`src/rtl/divide_unit_if.sv`:
```
// divide_unit_if: request/result bundle for divide_unit.
//   start, is_signed, dividend, divisor : request side, driven by the master
//   busy, done, quotient, remainder,
//   div_zero                            : status/result side, driven by the divider
// Modports: master (requester), slave (divider).
interface divide_unit_if #(
   parameter int unsigned WIDTH = 32
) ();
   logic             start;
   logic             is_signed;
   logic [WIDTH-1:0] dividend;
   logic [WIDTH-1:0] divisor;
   logic             busy;
   logic             done;
   logic [WIDTH-1:0] quotient;
   logic [WIDTH-1:0] remainder;
   logic             div_zero;

   modport master (
      output start, is_signed, dividend, divisor,
      input  busy, done, quotient, remainder, div_zero
   );

   modport slave (
      input  start, is_signed, dividend, divisor,
      output busy, done, quotient, remainder, div_zero
   );
endinterface

```
`src/rtl/divide_unit.sv`:
```
// divide_unit: iterative restoring divider, signed (div) or unsigned (divu).
// One shift-subtract step per cycle for WIDTH cycles; a zero divisor skips the
// iteration and reports quotient = all ones, remainder = dividend, div_zero = 1.
// Ports:
//   clk  : clock, rising edge
//   rst  : asynchronous active-high reset
//   bus  : divide_unit_if.slave (start/is_signed/dividend/divisor in,
//          busy/done/quotient/remainder/div_zero out)
module divide_unit #(
   parameter int unsigned WIDTH = 32
) (
   input logic          clk,
   input logic          rst,
   divide_unit_if.slave bus
);
   localparam int unsigned CntW = $clog2(WIDTH);

   typedef enum logic [1:0] {StIdle, StRun, StDone} state_e;

   state_e           state_q, state_d;
   logic [WIDTH-1:0] rem_q, rem_d;        // partial remainder (restored, always < divisor)
   logic [WIDTH-1:0] quo_q, quo_d;        // |dividend| shifting out, quotient bits shifting in
   logic [WIDTH-1:0] divisor_q, divisor_d;
   logic             quo_neg_q, quo_neg_d;
   logic             rem_neg_q, rem_neg_d;
   logic [CntW-1:0]  cnt_q, cnt_d;
   logic [WIDTH-1:0] quotient_q, quotient_d;
   logic [WIDTH-1:0] remainder_q, remainder_d;
   logic             div_zero_q, div_zero_d;

   logic [WIDTH:0]   step_shift;
   logic [WIDTH:0]   step_diff;
   logic             step_ge;
   logic [WIDTH-1:0] step_rem;
   logic [WIDTH-1:0] step_quo;
   logic             dvd_neg;
   logic             dvs_neg;

   always_comb begin
      state_d     = state_q;
      rem_d       = rem_q;
      quo_d       = quo_q;
      divisor_d   = divisor_q;
      quo_neg_d   = quo_neg_q;
      rem_neg_d   = rem_neg_q;
      cnt_d       = cnt_q;
      quotient_d  = quotient_q;
      remainder_d = remainder_q;
      div_zero_d  = div_zero_q;

      // One restoring step; the borrow out of the WIDTH+1-bit difference
      // decides whether the subtraction is kept.
      step_shift = {rem_q, quo_q[WIDTH-1]};
      step_diff  = step_shift - {1'b0, divisor_q};
      step_ge    = ~step_diff[WIDTH];
      step_rem   = step_ge ? step_diff[WIDTH-1:0] : step_shift[WIDTH-1:0];
      step_quo   = {quo_q[WIDTH-2:0], step_ge};

      dvd_neg = bus.is_signed & bus.dividend[WIDTH-1];
      dvs_neg = bus.is_signed & bus.divisor[WIDTH-1];

      unique case (state_q)
         StIdle, StDone: begin
            if (bus.start) begin
               divisor_d = dvs_neg ? -bus.divisor : bus.divisor;
               quo_d     = dvd_neg ? -bus.dividend : bus.dividend;
               rem_d     = '0;
               cnt_d     = '0;
               quo_neg_d = dvd_neg ^ dvs_neg;
               rem_neg_d = dvd_neg;
               if (bus.divisor == '0) begin
                  state_d     = StDone;
                  quotient_d  = '1;
                  remainder_d = bus.dividend;
                  div_zero_d  = 1'b1;
               end else begin
                  state_d = StRun;
               end
            end else begin
               state_d = StIdle;
            end
         end
         StRun: begin
            rem_d = step_rem;
            quo_d = step_quo;
            cnt_d = cnt_q + CntW'(1);
            if (cnt_q == CntW'(WIDTH - 1)) begin
               state_d = StDone;
               // Negating the magnitude also covers most-negative / -1.
               quotient_d  = quo_neg_q ? -step_quo : step_quo;
               remainder_d = rem_neg_q ? -step_rem : step_rem;
               div_zero_d  = 1'b0;
            end
         end
         default: state_d = StIdle;
      endcase
   end

   always_ff @(posedge clk or posedge rst) begin
      if (rst) begin
         state_q     <= StIdle;
         rem_q       <= '0;
         quo_q       <= '0;
         divisor_q   <= '0;
         quo_neg_q   <= 1'b0;
         rem_neg_q   <= 1'b0;
         cnt_q       <= '0;
         quotient_q  <= '0;
         remainder_q <= '0;
         div_zero_q  <= 1'b0;
      end else begin
         state_q     <= state_d;
         rem_q       <= rem_d;
         quo_q       <= quo_d;
         divisor_q   <= divisor_d;
         quo_neg_q   <= quo_neg_d;
         rem_neg_q   <= rem_neg_d;
         cnt_q       <= cnt_d;
         quotient_q  <= quotient_d;
         remainder_q <= remainder_d;
         div_zero_q  <= div_zero_d;
      end
   end

   assign bus.busy      = (state_q == StRun);
   assign bus.done      = (state_q == StDone);
   assign bus.quotient  = quotient_q;
   assign bus.remainder = remainder_q;
   assign bus.div_zero  = div_zero_q;
endmodule
```
`src/flat_wrapper.sv`:
```
// flat-port wrapper written by rule: the top's interface ports become plain ports
module divide_unit_flat 
#(
   parameter int unsigned WIDTH = 32
)
  (clk, rst, bus_start, bus_is_signed, bus_dividend, bus_divisor, bus_busy, bus_done, bus_quotient, bus_remainder, bus_div_zero);
  divide_unit_if #(.WIDTH(WIDTH)) bus_i ();
  input logic clk;
  input logic rst;
  input wire logic [$bits(bus_i.start)-1:0] bus_start;
  input wire logic [$bits(bus_i.is_signed)-1:0] bus_is_signed;
  input wire logic [$bits(bus_i.dividend)-1:0] bus_dividend;
  input wire logic [$bits(bus_i.divisor)-1:0] bus_divisor;
  output wire logic [$bits(bus_i.busy)-1:0] bus_busy;
  output wire logic [$bits(bus_i.done)-1:0] bus_done;
  output wire logic [$bits(bus_i.quotient)-1:0] bus_quotient;
  output wire logic [$bits(bus_i.remainder)-1:0] bus_remainder;
  output wire logic [$bits(bus_i.div_zero)-1:0] bus_div_zero;
  assign bus_i.start = bus_start;
  assign bus_i.is_signed = bus_is_signed;
  assign bus_i.dividend = bus_dividend;
  assign bus_i.divisor = bus_divisor;
  assign bus_busy = bus_i.busy;
  assign bus_done = bus_i.done;
  assign bus_quotient = bus_i.quotient;
  assign bus_remainder = bus_i.remainder;
  assign bus_div_zero = bus_i.div_zero;
  divide_unit #(.WIDTH(WIDTH)) u_core (.clk(clk), .rst(rst), .bus(bus_i));
endmodule
```
`config.mk`:
```
export PLATFORM = sky130hd
export DESIGN_NAME = divide_unit_flat
export DESIGN_NICKNAME = d
export VERILOG_FILES = /design/src/rtl/divide_unit_if.sv /design/src/rtl/divide_unit.sv /design/src/flat_wrapper.sv
export SDC_FILE = /design/constraint.sdc
export NUM_CORES = 1
export LEC_CHECK = 0
export ABC_AREA = 1
export BUFFER_PORTS_ARGS = -buffer_cell sky130_fd_sc_hd__buf_2
export CORE_MARGIN = 2
export CORE_UTILIZATION = 50
export CTS_CLUSTER_SIZE = 28
export DETAILED_ROUTE_END_ITERATION = 8
export HOLD_SLACK_MARGIN = 0.08
export MAX_ROUTING_LAYER = met4
export PLACE_DENSITY = 0.69
export SLEW_MARGIN = 40
export SYNTH_ARGS = -nofsm -noshare
export SYNTH_HDL_FRONTEND = slang
export SYNTH_SLANG_ARGS = --single-unit
```
`constraint.sdc`:
```
create_clock -name clk -period 8.44 [get_ports clk]
set_input_delay 1.688 -clock clk [delete_from_list [all_inputs] [get_ports clk]]
set_output_delay 1.688 -clock clk [all_outputs]
set_load 0.05 [all_outputs]
```
==> key figures, run 1 <==
CTS
  – CTS H-tree depth: 4
  – Clk pin slew, worst setup/hold paths: 0.07 ns
  – Hold-fix buffers, CTS: 0
  – CTS Sinks: 170
  – CTS Root Cell: clkbuf_16
  – Num CTS Buffers: 17
  – CTS tree: built
  – Post-CTS Repair Setup Buffers: 0
  – PostCTS Resize Cnt: 0
  – Clock Tree Buf Depth: 2
  – Worst-Skew Late Latency: 0.46 ns

Setup path
  – CP startpoint kind: register
  – Worst setup path category: register to register
  – Max FO, Critical Path: 26
  – Most frequent CP cell: nand3_1
  – CP endpoint kind: register
  – Worst Path Required: 8.82 ns
  – CP max stage delay: 0.42 ns
  – Slowest cell on the critical path: dfrtp_1
  – Endpoint arrival time on the critical path: 5.01 ns

Timing
  – Clk_skew: 0.0254 ns
  – Tmin final: 4.63 ns
  – Worst-margin pin slew: 0.804 ns
  – Slew Limit Fails: 0
  – Setup TNS Final: 0 ns
  – Maximum clock rate: 0.216 GHz
  – Period Utilization, post-route: 54.8%
  – Relative slew margins: 46.1%
  – RSZ-0062 raised after global routing: false
  – Count of final hold-check violations: 0
  – Setup Viol. Count Final: 0

Finish
  – Layout cell share with drive strength beyond 1: 12.8%
  – Area occupied by registers: 4250 um^2
  – Fill cell count: 2694
  – Multi-input gate area: 7600 um^2
  – Layout Nets: 2257
  – # diodes: 0
  – Final Core Density: 56.9%
  – Area growth from synthesis to layout: 11.5%

Min path
  – HP Class: register to register

Placed design
  – Dpl hpwl: 35.2 mm
  – Routability cong.: 0.965
  – # port buffers: 134

Drt
  – Via count: 13800
  – Drt pass-1 iters: 8
  – Detail Route Antenna Nets: 0
  – DRT iter0 DRCs: 1363
  – Wire length per cell: 18.3 um
  – Post-route DRC: 4
  – Via-per-instance ratio: 5.54
  – Drt total wl: 45.7 mm

Status
  – Status: complete, but fails checks
  – Failing checks: DRC

Yosys
  – Cell taking the most area after synthesis: dfrtp_1
  – Synth top area share: 31.9%
  – Sequential share of the synthesized area: 31.9%
  – Ys async rst share: 100%
  – Syn Std Cell Area: 13300 um^2
  – Post-synth cell types: 62
  – Syn Nets: 2161
  – Number of enable flip-flop cells after synthesis: 0
  – Synth warn: 0
  – Ys flop type: dfrtp_1
  – Mapped Cells: 2054
  – Count leader, synth: nand2_1
  – Synthesized area per cell: 6.49 um^2
  – Synth top cells by count: nand2_1 (603), inv_1 (313), nor2_1 (189)
  – Register bit total from synthesis: 170
  – Synth area leaders: dfrtp_1 (32%), nand2_1 (17%), inv_1 (8.8%)

GRT
  – Met1 Use GR: 46.3%
  – Gr usage total: 33.8%
  – Remaining global-route overflow: 0
  – Largest net degree at the start of global routing: 93
  – Met2 usage: 53.6%
  – First-pass GRT wire length: 71.8 mm
  – Number of global-route vias before repair: 12900
  – Antenna violations before repair: 0
  – Grt met3 use: 4.28%
  – Busiest grt layer: met2

Die
  – Core Area: 26100 um^2
  – Die extent in x: 167 um
  – Die area: 28000 um^2
  – Initial Utilization: 51.0%
  – Core Rows: 59
  – I/O pins: 135
  – Die Y: 167 um

Run
  – MaxCap Viol Count: 0
layer usage:
metal / routed length [um] / share of wire [%]
met4: 911 / 2.0
met2: 20800 / 46
met1: 20700 / 45
met3: 3320 / 7.3
met5: 0 / 0
path summary, 6_finish.rpt:
path	start	to	slack, ns	cells past startpoint
worst min register to register	u_core.bus.remainder[26]	u_core.bus.remainder[26]	0.47	2
worst max-delay path	u_core.quo_q[31]	u_core.bus.quotient[28]	3.81	27
worst max register to register	u_core.quo_q[31]	u_core.bus.quotient[28]	3.81	27
worst min-delay path	u_core.bus.remainder[26]	u_core.bus.remainder[26]	0.47	2
max in group asynchronous	rst	u_core.quo_q[3]	5.87	3
min in group asynchronous	rst	u_core.bus.remainder[9]	1.33	2
worst max-delay path, delay by kind of cell, from the launching register on:
family	cells	cell delay, ns
compound gates	2	0.32
xor+xnor	1	0.17
fa+ha+maj	3	0.80
buf+inv	3	0.24
flops	1	0.42
simple gates	18	2.61
layout by cell type, fill, tap and decap left out, types with 4 or more instances in the layout:
cell type / instances
clkinv_8: 5
a21oi_1: 63
clkinv_1: 4
or2_2: 7
inv_1: 310
o211ai_1: 14
nand3_2: 8
nand2_1: 602
ha_1: 38
o22ai_1: 19
a32oi_1: 5
buf_2: 134
nor3_1: 30
nor2_2: 17
o21bai_1: 4
dfrtp_1: 170
a31oi_1: 12
xnor2_1: 8
inv_2: 7
o21ai_0: 135
nor4_1: 5
nand2_4: 11
nand3_1: 153
nand3b_1: 9
nand2_2: 32
mux2i_1: 4
xor2_1: 41
clkbuf_16: 17
inv_8: 5
buf_4: 8
nand4_1: 31
nor2_1: 187
o21ai_1: 10
cell families after synthesis:
group | after synthesis | share of synthesized area, %
simple gates | 1110 | 36.9
compound gates | 293 | 12.7
buf+inv | 389 | 11.3
xor+xnor | 49 | 3.22
flops | 170 | 31.9
fa+ha+maj | 39 | 3.71
mux | 4 | 0.300
registers in the layout, summed over array words and instances (netlist names):
signal / flops
u_core.bus.div_zero: 1
u_core.bus.quotient: 32
u_core.bus.remainder: 32
u_core.cnt_q: 5
u_core.divisor_q: 32
u_core.quo_neg_q: 1
u_core.quo_q: 32
u_core.rem_neg_q: 1
u_core.rem_q: 32
u_core.state_q: 2
cell type report:
| cell class | count | area share (%) |
|---|---|---|
| Clock inverter | 15 | 1.35 |
| Clock buffer | 17 | 2.86 |
| Tap cell | 335 | 2.82 |
| Sequential cell | 170 | 28.6 |
| Multi-Input combinational cell | 1495 | 51.1 |
| Inverter | 322 | 8.18 |
| Timing Repair Buffer | 144 | 5.08 |
metrics by stage:
step | hold slack [ns] | worst slack [ns] | cells | instance area, um^2
2_1_floorplan | 0.440 | 2.15 | 2054 | 13300
3_3_place_gp | 0.456 | 3.61 | 2466 | 14200
3_5_place_dp | 0.459 | 3.55 | 2466 | 14200
4_1_cts | 0.479 | 3.83 | 2498 | 14900
5_1_grt | 0.501 | 3.28 | 2498 | 14900
6_report | 0.473 | 3.81 | 2498 | 14900
Power of run 1 is left out: the tool's default activity adds up to more than one toggle a clock period on the data nets, which glitch-free logic cannot reach.
==> run 2: changes to the inputs <==
--- a/config.mk
+++ b/config.mk
@@ -13,7 +13,7 @@
 export DETAILED_ROUTE_END_ITERATION = 8
 export HOLD_SLACK_MARGIN = 0.08
 export MAX_ROUTING_LAYER = met4
-export PLACE_DENSITY = 0.69
+export PLACE_DENSITY = 0.72
 export SLEW_MARGIN = 40
 export SYNTH_ARGS = -nofsm -noshare
 export SYNTH_HDL_FRONTEND = slang
==> constraint.sdc (replaced) <==
create_clock -name clk -period 4.2 [get_ports clk]
set_input_delay 0.84 -clock clk [delete_from_list [all_inputs] [get_ports clk]]
set_output_delay 0.84 -clock clk [all_outputs]
set_load 0.05 [all_outputs]
==> run 2 against run 1 <==
  * The flow still finishes with violations (DRC)
  * Flip-flop and latch count unchanged
  * Count of clock-buffer cells in the layout is 2 higher
  * Utilization grew 0.69 points
  * Maximum frequency rose by 20%
  * Worst setup slack worse by 3.5 ns
  * Global-route usage increased by 0.90 points
  * Via count grew 1.6%
  * Cell area increased by 1.2%
  * Worst hold slack got worse by 0.13 ns
  * Critical path depth fell by 4
  * Critical endpoint is now u_core.bus.quotient[30]
  * Largest cell class unchanged
  * Highest routed layer unchanged
==> key figures, run 2 (same netlist as run 1, synthesis figures left out) <==
Status
  – Status: complete, but fails checks
  – Failing checks: DRC

GRT
  – Largest net degree at the start of global routing: 85 (-8.6%)
  – Remaining global-route overflow: 0 (unchanged)
  – Number of global-route vias before repair: 13100 (+1.3%)
  – Antenna violations before repair: 1 (+1)
  – Gr usage total: 34.7% (+0.90 points)
  – First-pass GRT wire length: 73.3 mm (+2.1%)

Timing
  – Relative slew margins: 45.2% (-0.91 points)
  – Worst-margin pin slew: 0.822 ns (+0.0177 ns)
  – Setup TNS Final: 0 ns (unchanged)
  – Setup Viol. Count Final: 0 (unchanged)
  – Period Utilization, post-route: 92.2% (+37 points)
  – Clk_skew: 0.0174 ns (-0.00803 ns)
  – Maximum clock rate: 0.258 GHz (+20%)
  – Slew Limit Fails: 0 (unchanged)
  – Post-route setup slack: 0.329 ns (-3.48 ns)
  – Count of final hold-check violations: 0 (unchanged)
  – Tmin final: 3.87 ns (-0.758 ns)

Placed design
  – Post-placement cell count: 2482 (+0.65%)
  – Pre-CTS setup slack: 0.110 ns (-3.44 ns)
  – # port buffers: 134 (unchanged)
  – Routability cong.: 0.966 (about the same)
  – Dpl hpwl: 36.7 mm (+4.2%)
  – Area after DPL: 14400 um^2 (+0.81%)

Finish
  – Final Cell Area: 15100 um^2 (+1.2%)
  – Layout cell share with drive strength beyond 1: 14.0% (+1.3 points)
  – Final Instance Count excl. Fillers: 2520 (+0.88%)
  – Area growth from synthesis to layout: 12.8%
  – Fill cell count: 2607 (-3.2%)
  – Commonest non-fill, non-tap cells in the layout: nand2_1 (602), inv_1 (310), nor2_1 (186)
  – Layout Nets: 2278 (+0.93%)
  – Commonest non-fill, non-tap cell in the layout: nand2_1

Drt
  – Via count: 14100 (+1.6%)
  – Detail Route Antenna Nets: 0 (unchanged)
  – Drt pass-1 iters: 7 (-1)
  – Wire length per cell: 18.6 um (+1.7%)
  – DRT iter0 DRCs: 1450 (+6.4%)
  – Post-route DRC: 1 (-3)
  – Via-per-instance ratio: 5.58 (+0.73%)
  – Drt total wl: 46.9 mm (+2.6%)

Setup path
  – Max FO, Critical Path: 5 (-81%)
  – Worst Path Required: 4.59 ns (-4.23 ns)
  – Endpoint arrival time on the critical path: 4.26 ns (-0.75 ns)
  – CP startpoint kind: register
  – Reg2reg end: u_core.bus.quotient[30]
  – CP startpoint: u_core.rem_q[28]
  – CP max stage delay: 0.42 ns (about the same)
  – Crit path buf inv count: 1 (-2)
  – R2R depth: 23 (-15%)
  – CP endpoint kind: register
  – Reg2reg start: u_core.rem_q[28]
  – Worst setup path category: register to register
  – Most frequent CP cell: nand3_2
  – Slowest cell on the critical path: dfrtp_1
  – FF-to-FF setup slack: 0.33 ns (-3.48 ns)
  – Top delay family on crit path: simple AND/OR/NAND/NOR gates
  – Worst path cell trace: ha_1, nand2_1, nor2_1, nand2_1, nor2_2, nand2_4, nand2_4, nand2_2, nand2_4, ha_2, nand3_2, nor3_4, nand3_2, nor3_4, nand3_2, nor2_2, nand3_2, nor2_4, nand3_2, o21ai_1, xor2_1, o22ai_1, inv_1

CTS
  – CTS Root Cell: clkbuf_16
  – Worst-Skew Late Latency: 0.45 ns (about the same)
  – Clock Tree Buf Depth: 2 (unchanged)
  – CTS H-tree depth: 4 (unchanged)
  – Clk pin slew, worst setup/hold paths: 0.08 ns (about the same)
  – CTS Sinks: 170 (unchanged)
  – Num CTS Buffers: 17 (unchanged)
  – CTS tree: built

Die
  – Core Area: 26100 um^2 (unchanged)
  – I/O pins: 135 (unchanged)
  – Core Rows: 59 (unchanged)
  – Initial Utilization: 51.0% (unchanged)
  – Die area: 28000 um^2 (unchanged)
  – Die extent in x: 167 um (unchanged)
  – Die Y: 167 um (unchanged)

Min path
  – HP Class: primary input to asynchronous set/reset pin

Run
  – MaxCap Viol Count: 0 (unchanged)
-- run 2: cell count changes in the layout (fill, tap and decap cells not counted), moves of 3 or more --
cell	before	now
clkinvlp_4	0	3
nor3_2	3	0
nand3_1	153	148
inv_6	2	5
buf_4	8	28
buf_12	0	3
clkinv_8	5	1
nand3_2	8	12
-- run 2: how the worst max path moves through the flow --
stage / to / slack [ns] / cells after the start
floorplan: u_core.bus.quotient[28] / 0.31 / 28
global placement: u_core.bus.quotient[28] / 0.18 / 27
detailed placement: u_core.bus.quotient[28] / 0.11 / 27
CTS: u_core.bus.quotient[28] / 0.07 / 27
global route: u_core.bus.quotient[28] / -0.01 / 23
finish: u_core.bus.quotient[30] / 0.33 / 23
-- run 2: routing by layer --
metal / share of wire (%) / GRT usage (%) / vias to the layer above
met3: 9.0 / 6.57 / 78
met4: 2.3 / 9.11 / 0
met1: 44 / 47.9 / 6543
met2: 44 / 52.5 / 647
met5: 0 / - / -
li1: - / - / 6800
-- run 2: area by class of cell --
type / count / area, um^2 / share of cell area [%]
multi-input combinational: 1495 / 7650 / 50.8
sequential: 170 / 4260 / 28.3
inverter: 322 / 1210 / 8.05
timing repair buffer: 165 / 941 / 6.25
clock buffer: 19 / 443 / 2.94
tap: 335 / 419 / 2.78
clock inverter: 13 / 126 / 0.840
antenna: 1 / 2.50 / 0.0166
-- run 2: stage by stage --
step	utilization, %	hold WS, ns
3_3_place_gp	54.9	0.455
2_1_floorplan	-	0.440
5_1_grt	57.6	0.364
4_1_cts	57.1	0.476
6_report	57.6	0.341
3_5_place_dp	54.9	0.461
-- run 2: timing repair --
| action | 4_1_cts | 5_1_grt |
|---|---|---|
| buffers inserted | 0 | 3 |
| hold buffers | 0 | 0 |
| resized for setup | 0 | 16 |
| endpoints found under the setup margin | 0 | 9 |
Power of run 2 is left out for the same reason.
==> run 3: changes to the inputs <==
--- a/config.mk
+++ b/config.mk
@@ -5,9 +5,7 @@
 export SDC_FILE = /design/constraint.sdc
 export NUM_CORES = 1
 export LEC_CHECK = 0
-export ABC_AREA = 1
 export BUFFER_PORTS_ARGS = -buffer_cell sky130_fd_sc_hd__buf_2
-export CORE_MARGIN = 2
 export CORE_UTILIZATION = 50
 export CTS_CLUSTER_SIZE = 28
 export DETAILED_ROUTE_END_ITERATION = 8
==> run 3 against run 2 <==
  * The run now ends clean
  * Sequential share of layout area is 1.4 points higher
  * Count of clock-buffer cells in the layout is 1 lower
  * Routed wire length is 24% lower
  * Register-to-register slack worse by 0.24 ns
  * Die area is 9.7% lower
  * Via count is 16% lower
  * Clock skew is 0.0038 ns lower
  * Worst setup slack worse by 0.24 ns
  * Worst hold slack better by 0.14 ns
  * Critical path type unchanged
  * Largest cell class unchanged
  * Highest routed layer unchanged
==> key figures, run 3 <==
Status
  – Status: finished, final reports clean

Finish
  – Area growth from synthesis to layout: 16.5%
  – Final Instance Count excl. Fillers: 1995 (-21%)
  – Commonest non-fill, non-tap cells in the layout: nand2_1 (205), dfrtp_1 (169), o21ai_0 (141)
  – # diodes: 0 (-1)
  – Commonest non-fill, non-tap cell in the layout: nand2_1
  – Layout cell share with drive strength beyond 1: 17.5% (+3.5 points)
  – Layout Nets: 1765 (-23%)
  – Fill cell count: 2216 (-15%)
  – Final Core Density: 59.2% (+1.6 points)

Yosys
  – Synth warn: 0 (unchanged)
  – Synth top area share: 34.5% (+2.6 points)
  – Syn Nets: 1629 (-25%)
  – Ys async rst share: 100% (unchanged)
  – Cell taking the most area after synthesis: dfrtp_1
  – Post-synth cell types: 85 (+37%)
  – Ys flop type: dfrtp_1
  – Number of enable flip-flop cells after synthesis: 0 (unchanged)
  – Syn Std Cell Area: 12300 um^2 (-7.6%)
  – Sequential share of the synthesized area: 34.5% (+2.6 points)
  – Mapped Cells: 1522 (-26%)
  – Synthesized area per cell: 8.10 um^2 (+25%)
  – Synth area leaders: dfrtp_1 (35%), nand2_1 (6.3%), o21ai_0 (5.8%)
  – Count leader, synth: nand2_1
  – Synth top cells by count: nand2_1 (206), dfrtp_1 (170), o21ai_0 (142)
  – Register bit total from synthesis: 170 (unchanged)

Drt
  – Drt total wl: 35.5 mm (-24%)
  – Drt pass-1 iters: 5 (-2)
  – Detail Route Antenna Nets: 0 (unchanged)
  – Post-route DRC: 0 (-1)
  – DRT iter0 DRCs: 962 (-34%)
  – Via count: 11800 (-16%)
  – Via-per-instance ratio: 5.90 (+5.7%)
  – Wire length per cell: 17.8 um (-4.5%)

Die
  – Die Y: 159 um (-5.0%)
  – Core Rows: 57 (-3.4%)
  – Die extent in x: 159 um (-5.0%)
  – Core Area: 24200 um^2 (-7.2%)
  – I/O pins: 135 (unchanged)
  – Initial Utilization: 50.8% (-0.23 points)
  – Die area: 25300 um^2 (-9.7%)

Setup path
  – Worst Path Required: 4.57 ns (-0.02 ns)
  – CP endpoint kind: register
  – Worst setup path category: register to register
  – Endpoint arrival time on the critical path: 4.49 ns (+0.23 ns)
  – Max FO, Critical Path: 5 (unchanged)
  – CP startpoint kind: register

GRT
  – Gr usage total: 28.8% (-5.9 points)
  – Largest net degree at the start of global routing: 87 (+2.4%)
  – Number of global-route vias before repair: 10600 (-19%)
  – Remaining global-route overflow: 0 (unchanged)
  – Antenna violations before repair: 0 (-1)
  – First-pass GRT wire length: 56.9 mm (-22%)

Placed design
  – Routability cong.: 0.920 (-4.8%)
  – Post-placement cell count: 1957 (-21%)
  – # port buffers: 134 (unchanged)
  – Dpl hpwl: 26.1 mm (-29%)
  – Pre-CTS setup slack: 0.0273 ns (-0.0827 ns)

Timing
  – Tmin final: 4.12 ns (+0.245 ns)
  – Clk_skew: 0.0136 ns (-0.00379 ns)
  – Setup Viol. Count Final: 0 (unchanged)
  – Relative slew margins: 51.7% (+6.5 points)
  – Worst-margin pin slew: 0.717 ns (-0.104 ns)
  – Post-route setup slack: 0.0847 ns (-0.245 ns)
  – Maximum clock rate: 0.243 GHz (-5.9%)
  – Slew Limit Fails: 0 (unchanged)
  – Count of final hold-check violations: 0 (unchanged)
  – Period Utilization, post-route: 98.0% (+5.8 points)

CTS
  – Clock Tree Buf Depth: 2 (unchanged)
  – Hold-fix buffers, CTS: 0 (unchanged)
  – CTS tree: built
  – CTS Sinks: 170 (unchanged)
  – CTS Root Cell: clkbuf_16
  – CTS H-tree depth: 4 (unchanged)
  – Clk pin slew, worst setup/hold paths: 0.07 ns (about the same)
  – Num CTS Buffers: 17 (unchanged)
  – Worst-Skew Late Latency: 0.44 ns (about the same)

Run
  – MaxCap Viol Count: 0 (unchanged)

Min path
  – HP Class: register to register
[run 3: cell count changes after synthesis, sizes merged, moves of 58 or more]
cell | before | now
a21oi | 67 | 125
inv | 319 | 55
xnor2 | 8 | 79
nand2 | 647 | 206
nor2 | 208 | 138
nand3 | 163 | 27
[run 3: routing by layer]
layer	vias to the layer above	track usage (%)	share of wire (%)
li1	5747	-	-
met1	5517	39.8	46
met2	449	44.4	46
met3	56	4.17	6.0
met4	0	7.69	2.0
met5	-	-	0
[run 3: worst paths after layout]
| check | from | to | slack, ns | depth (start not counted) |
|---|---|---|---|---|
| worst min-delay path | u_core.divisor_q[13] | u_core.divisor_q[13] | 0.48 | 2 |
| worst min register to register | u_core.divisor_q[13] | u_core.divisor_q[13] | 0.48 | 2 |
| worst max-delay path | u_core.divisor_q[0] | u_core.bus.remainder[22] | 0.08 | 20 |
| worst max register to register | u_core.divisor_q[0] | u_core.bus.remainder[22] | 0.08 | 20 |
| max in group asynchronous | rst | u_core.divisor_q[22] | 2.73 | 3 |
| min in group asynchronous | rst | u_core.bus.remainder[3] | 0.50 | 2 |
[run 3: critical path: stages, from the launching register on]
cell       delay (ns)
dfrtp_1          0.39
ha_1             0.23
inv_2            0.07
fa_2             0.25
a211oi_4         0.09
o211ai_2         0.28
nand4_4          0.16
a2111oi_4        0.52
o21a_2           0.22
nor2_4           0.07
inv_2            0.10
nor2_1           0.06
a21oi_2          0.15
ha_2             0.23
buf_4            0.13
o211ai_1         0.13
o31ai_4          0.14
o211ai_1         0.18
and3_1           0.22
o31a_1           0.29
a21oi_2          0.14
[run 3: cells by family (layout without fill, tap and decap cells)]
kind of cell	after synthesis	in the layout	share of synthesized area, %
multiplexers	29	29	2.38
adder cells (fa/ha/maj)	39	39	4.02
buffers and inverters	138	287	4.37
XOR/XNOR	128	128	9.10
AND/OR/NAND/NOR	531	531	20.5
flip-flops	170	170	34.5
AO/OA/AOI/OAI	487	487	25.2
[run 3: layout make-up]
type	instances	area (um^2)	share of cell area, %
Sequential cell	170	4260	29.7
Inverter	56	214	1.49
Clock inverter	14	158	1.10
Multi-Input combinational cell	1214	7680	53.5
Tap cell	324	405	2.82
Timing Repair Buffer	199	1190	8.33
Clock buffer	18	439	3.06
[run 3: per-stage QoR]
| stage | area (um^2) | setup TNS (ns) | hold slack (ns) |
|---|---|---|---|
| 5_1_grt | 14400 | -0.171 | 0.500 |
| 2_1_floorplan | 12400 | 0 | 0.449 |
| 4_1_cts | 14200 | 0 | 0.485 |
| 6_report | 14400 | 0 | 0.481 |
| 3_3_place_gp | 13600 | 0 | 0.461 |
| 3_5_place_dp | 13600 | 0 | 0.467 |
[run 3: timing repair]
action | in CTS | in global routing
endpoints found under the hold margin | 0 | 0
resized for setup | 0 | 22
buffers inserted | 0 | 6
setup endpoints to repair | 0 | 15
Power of run 3 is left out for the same reason.
